[config.mk]
export PLATFORM = sky130hd
export DESIGN_NAME = shot_round_ctl
export DESIGN_NICKNAME = d
export VERILOG_FILES = /design/src/rtl/shot_round_ctl.sv
export SDC_FILE = /design/constraint.sdc
export NUM_CORES = 1
export LEC_CHECK = 0
export CORE_MARGIN = 1.5
export CORE_UTILIZATION = 40
export DETAILED_ROUTE_END_ITERATION = 10
export PLACE_DENSITY = 0.68
export SLEW_MARGIN = 40
export SYNTH_ARGS = -nofsm -noshare
export SYNTH_HDL_FRONTEND = slang
export SYNTH_SLANG_ARGS = --single-unit
[constraint.sdc]
create_clock -name clk -period 9.5 [get_ports clk]
set_clock_uncertainty 0.15 [all_clocks]
set_input_delay 0.95 -clock clk [delete_from_list [all_inputs] [get_ports clk]]
set_output_delay 0.95 -clock clk [all_outputs]
set_load 0.005 [all_outputs]
[src/rtl/shot_round_ctl.sv]
// rtl/shot_round_ctl.sv - click-to-hit sequencer tracking shots, ducks and score per game
`timescale 1ns/1ps
module shot_round_ctl #(
   parameter int DUCK_WIDTH     = 64,
   parameter int DUCK_HEIGHT    = 64,
   parameter int SHOTS_PER_DUCK = 3,
   parameter int DUCKS_PER_GAME = 10,
   parameter int FLASH_CYCLES   = 3250000
) (
   input  logic        clk,
   input  logic        rst,
   input  logic        game_enable,
   input  logic        left_mouse,
   input  logic [11:0] mouse_xpos,
   input  logic [11:0] mouse_ypos,
   input  logic [11:0] duck_xpos,
   input  logic [11:0] duck_ypos,
   output logic        duck_respawn,
   output logic        duck_hit,
   output logic [3:0]  shots_left,
   output logic [7:0]  duck_count,
   output logic [7:0]  score,
   output logic        game_finished
);

   typedef enum logic [2:0] {IDLE, ARMED, EVAL, HIT, ESCAPE, DONE} state_t;

   localparam int             FW         = (FLASH_CYCLES > 1) ? $clog2(FLASH_CYCLES) : 1;
   localparam logic [FW-1:0]  FLASH_LAST = FW'(FLASH_CYCLES - 1);
   localparam logic [3:0]     SHOTS_INIT = 4'(SHOTS_PER_DUCK);
   localparam logic [7:0]     DUCKS_LAST = 8'(DUCKS_PER_GAME);

   state_t         state;
   logic           left_mouse_d;
   logic [11:0]    mx, my, dx, dy;
   logic [FW-1:0]  flash_cnt;
   logic           click;
   logic           hit;

   assign click = left_mouse & ~left_mouse_d;

   // 13-bit compares so a duck near the 4095 edge does not wrap its hitbox
   assign hit = ({1'b0, mx} >= {1'b0, dx}) &&
                ({1'b0, mx} <  ({1'b0, dx} + 13'(DUCK_WIDTH))) &&
                ({1'b0, my} >= {1'b0, dy}) &&
                ({1'b0, my} <  ({1'b0, dy} + 13'(DUCK_HEIGHT)));

   // round sequencer: state, counters and all registered outputs
   always_ff @(posedge clk or posedge rst) begin
      if (rst) begin
         state         <= IDLE;
         left_mouse_d  <= 1'b0;
         mx            <= '0;
         my            <= '0;
         dx            <= '0;
         dy            <= '0;
         flash_cnt     <= '0;
         duck_respawn  <= 1'b0;
         duck_hit      <= 1'b0;
         shots_left    <= '0;
         duck_count    <= '0;
         score         <= '0;
         game_finished <= 1'b0;
      end else begin
         left_mouse_d <= left_mouse;
         duck_respawn <= 1'b0;
         if (state != IDLE && !game_enable) begin
            // leaving the game keeps score/duck_count for the end screen
            state         <= IDLE;
            duck_hit      <= 1'b0;
            game_finished <= 1'b0;
            flash_cnt     <= '0;
         end else begin
            case (state)
               IDLE: begin
                  if (game_enable) begin
                     score        <= '0;
                     duck_count   <= '0;
                     shots_left   <= SHOTS_INIT;
                     duck_respawn <= 1'b1;
                     state        <= ARMED;
                  end
               end
               ARMED: begin
                  if (click) begin
                     mx    <= mouse_xpos;
                     my    <= mouse_ypos;
                     dx    <= duck_xpos;
                     dy    <= duck_ypos;
                     state <= EVAL;
                  end
               end
               EVAL: begin
                  flash_cnt <= '0;
                  if (hit) begin
                     if (score != 8'hFF)
                        score <= score + 8'd1;
                     duck_hit <= 1'b1;
                     state    <= HIT;
                  end else begin
                     shots_left <= shots_left - 4'd1;
                     state      <= (shots_left == 4'd1) ? ESCAPE : ARMED;
                  end
               end
               HIT, ESCAPE: begin
                  if (flash_cnt == FLASH_LAST) begin
                     flash_cnt  <= '0;
                     duck_hit   <= 1'b0;
                     duck_count <= duck_count + 8'd1;
                     if (duck_count + 8'd1 == DUCKS_LAST) begin
                        game_finished <= 1'b1;
                        state         <= DONE;
                     end else begin
                        shots_left   <= SHOTS_INIT;
                        duck_respawn <= 1'b1;
                        state        <= ARMED;
                     end
                  end else begin
                     flash_cnt <= flash_cnt + FW'(1);
                  end
               end
               DONE: begin
                  game_finished <= 1'b1;
               end
               default: state <= IDLE;
            endcase
         end
      end
   end

endmodule

==> results.sh <==
export IMPL_status="finished, final reports clean"
export IMPL_dieArea_sq_um=14800
export IMPL_path_cells="clkdlybuf4s50_1 -> clkinv_1 -> a221oi_1 -> buf_2 -> or3_1 -> nor3_1 -> nand3_1 -> xor2_1 -> nor2_1"
export IMPL_final_nets=761
export IMPL_clkSlewWorstSetupHoldPaths_ns=0.07
export IMPL_postCtsHoldBufs=0
export IMPL_post_route_util=0.501
export IMPL_grt_first_pass_wirelength_mm=21.0
export IMPL_initial_core_util=0.408
export IMPL_hold_violations=0
export IMPL_ys_flop_type="dfrtp_1"
export IMPL_peakVddDrop_mv=0.112
export IMPL_cts_setup_buffers=0
export IMPL_design_area_sq_um=6910
export IMPL_cap_violations=0
export IMPL_finalWeightedCongestion=0.874
export IMPL_core_area_sq_um=13800
export IMPL_wire_per_inst_um=14.6
export IMPL_tightest_slew_ns=0.732
export IMPL_start_kind="input port"
export IMPL_vias=4594
export IMPL_clk_path_buf_depth=2
export IMPL_dp_hpwl_mm=8.87
export IMPL_io_pins=75
export IMPL_setup_tns_final_ns=0
export IMPL_place_area_sq_um=6570
export IMPL_io_buffers=74
export IMPL_route_detailed_drc=0
export IMPL_syn_to_final_growth_pct=22.9
export IMPL_post_place_cells=833
export IMPL_crit_slowest_cell="clkdlybuf4s50_1"
export IMPL_dieWidth_um=122
export IMPL_finalCritPeriodShare=0.392
export IMPL_ys_seq_area_frac=0.432
export IMPL_rsz0062_at_grt="no"
export IMPL_worstPathRequired_ns=9.56
export IMPL_gr_total_overflow=0
export IMPL_slew_headroom=0.512
export IMPL_antenna_found_initial=0
export IMPL_drt_first_pass_iters=4
export IMPL_critical_path_buf_inv_count=3
export IMPL_async_reset_ff_frac=1.00
export IMPL_power_leakage_nw=3.00
export IMPL_arrival_ns=3.79
export IMPL_fmax_ghz=0.268
export IMPL_totalWireLength_mm=12.4
export IMPL_ys_types=60
export IMPL_cts_tree="yes"
export IMPL_synthesis_nets=685
export IMPL_root_buffer="clkbuf_16"
export IMPL_grt_pass1_vias=4531
export IMPL_first_iter_violations=274
export IMPL_track_usage=0.177
export IMPL_slew_viol_final=0
export IMPL_htree_levels=3
export IMPL_clk_insertion_delay_late_ns=0.35
export IMPL_worst_setup_path_end_kind="register"
export IMPL_ant_nets=0
export IMPL_crit_path_max_fanout=12
export IMPL_fin_cells=849
export IMPL_finalSetupViolCount=0
export IMPL_n_antenna_cell=0
export IMPL_hold_class="reg2reg"
export IMPL_power_density_nw_per_um2=262
export IMPL_grt_max_degree=83
export IMPL_yosysWarnings=0
export IMPL_path_delay_family="buffers and inverters"
export IMPL_drive_gt1_frac=0.0852
export IMPL_synth_seq_cells=97
export IMPL_slowest_delay_ns=0.77
export IMPL_critPathKind="in2reg"
export IMPL_cts_made_buffers=9
export IMPL_period_needed_ns=3.73
export IMPL_synth_edff_count=0
export IMPL_avgSynthCellArea_sq_um=9.54
export IMPL_std_cell_rows=43
export IMPL_cts_resized=0
export IMPL_cts_sinks=97
export IMPL_vias_per_cell=5.41
export IMPL_syn_inst=589
export IMPL_die_height_um=122
export IMPL_synth_cell_area_sq_um=5620
through the flow:
stage,setup WS (ns),total power [W],hold slack (ns)
CTS,5.83,0.00182,0.373
floorplan,5.87,0.00121,0.329
finish,5.77,0.00181,0.365
global placement,5.46,0.00140,0.346
global route,5.49,0.00197,0.382
detailed placement,5.46,0.00144,0.353
per-layer routing:
layer,track usage,part of all wire
met1,0.233,0.46
met2,0.285,0.47
met3,0.0475,0.059
met4,0.0588,0.014
met5,0,0
final timing paths:
path                             startpoint            end  slack [ns]  cells after the start
worst min-delay path                  dx[0]          dx[0]        0.37                      1
worst min register to register        dx[0]          dx[0]        0.37                      1
worst max-delay path            game_enable  flash_cnt[19]        5.77                      9
max in group asynchronous               rst       score[1]        7.65                      4
min in group asynchronous               rst          my[5]        0.71                      2
worst max register to register        dy[6]       score[5]        6.15                     11
cell families after synthesis:
| group | after synthesis | share of synthesized area |
|---|---|---|
| flip-flops | 97 | 0.432 |
| AND/OR/NAND/NOR | 210 | 0.187 |
| AO/OA/AOI/OAI | 129 | 0.151 |
| buffers and inverters | 56 | 0.0376 |
| multiplexers | 27 | 0.0537 |
| XOR/XNOR | 26 | 0.0405 |
| adder cells (fa/ha/maj) | 44 | 0.0980 |
state kept, by name (all words and copies together) (netlist names):
register       count
state              3
left_mouse_d       1
dx                12
dy                12
flash_cnt         22
duck_count         8
shots_left         4
duck_hit           1
mx                12
my                12
score              8
game_finished      1
duck_respawn       1
power breakdown:
group / switching (W) / internal (W)
Sequential: 0.000104 / 0.000533
Combinational: 0.000436 / 0.000373
Clock: 0.000160 / 0.000205
Total: 0.000700 / 0.00111
layout by cell type, fill, tap and decap left out, types with 2 or more instances in the layout:
master,count
a211o_1,2
a21o_1,14
a21oi_1,20
a221oi_1,2
a22o_1,3
a22oi_1,2
a31oi_1,4
and2_1,4
and3_1,11
and4_1,4
buf_4,2
clkbuf_16,9
clkdlybuf4s50_1,74
dfrtp_1,97
ha_1,44
inv_1,40
inv_6,2
mux2_2,25
mux2i_1,2
nand2_1,49
nand2b_1,6
nand3_1,35
nand4_1,6
nand4b_1,2
nor2_1,53
nor2b_1,7
nor3_1,13
nor4b_2,2
o211ai_1,7
o21a_1,3
o21ai_0,49
o31ai_1,3
o41ai_1,3
or3_1,5
or4_1,3
xnor2_1,15
xor2_1,11
layout make-up:
class,instances,area (sq um)
timing repair buffer,79,800
sequential,97,2430
clock buffer,10,229
multi-input combinational,436,3000
clock inverter,5,63.8
tap,180,225
fill,1299,6870
inverter,42,160
synthesized netlist by cell type (5+ instances only):
| cell type | count | area (sq um) |
|---|---|---|
| dfrtp_1 | 97 | 2430 |
| nor2_1 | 54 | 203 |
| nand2_1 | 49 | 184 |
| o21ai_0 | 49 | 245 |
| ha_1 | 44 | 551 |
| inv_1 | 41 | 154 |
| nand3_1 | 35 | 175 |
| mux2_2 | 25 | 282 |
| a21oi_1 | 20 | 100 |
| xnor2_1 | 15 | 131 |
| a21o_1 | 14 | 105 |
| clkbuf_1 | 13 | 48.8 |
| nor3_1 | 13 | 65.1 |
| and3_1 | 12 | 75.1 |
| xor2_1 | 11 | 96.3 |
| nor2b_1 | 7 | 43.8 |
| o211ai_1 | 7 | 52.6 |
| nand2b_1 | 6 | 37.5 |
| nand4_1 | 6 | 37.5 |
| or3_1 | 5 | 31.3 |
No activity file was read; power rests on OpenSTA's default activity.
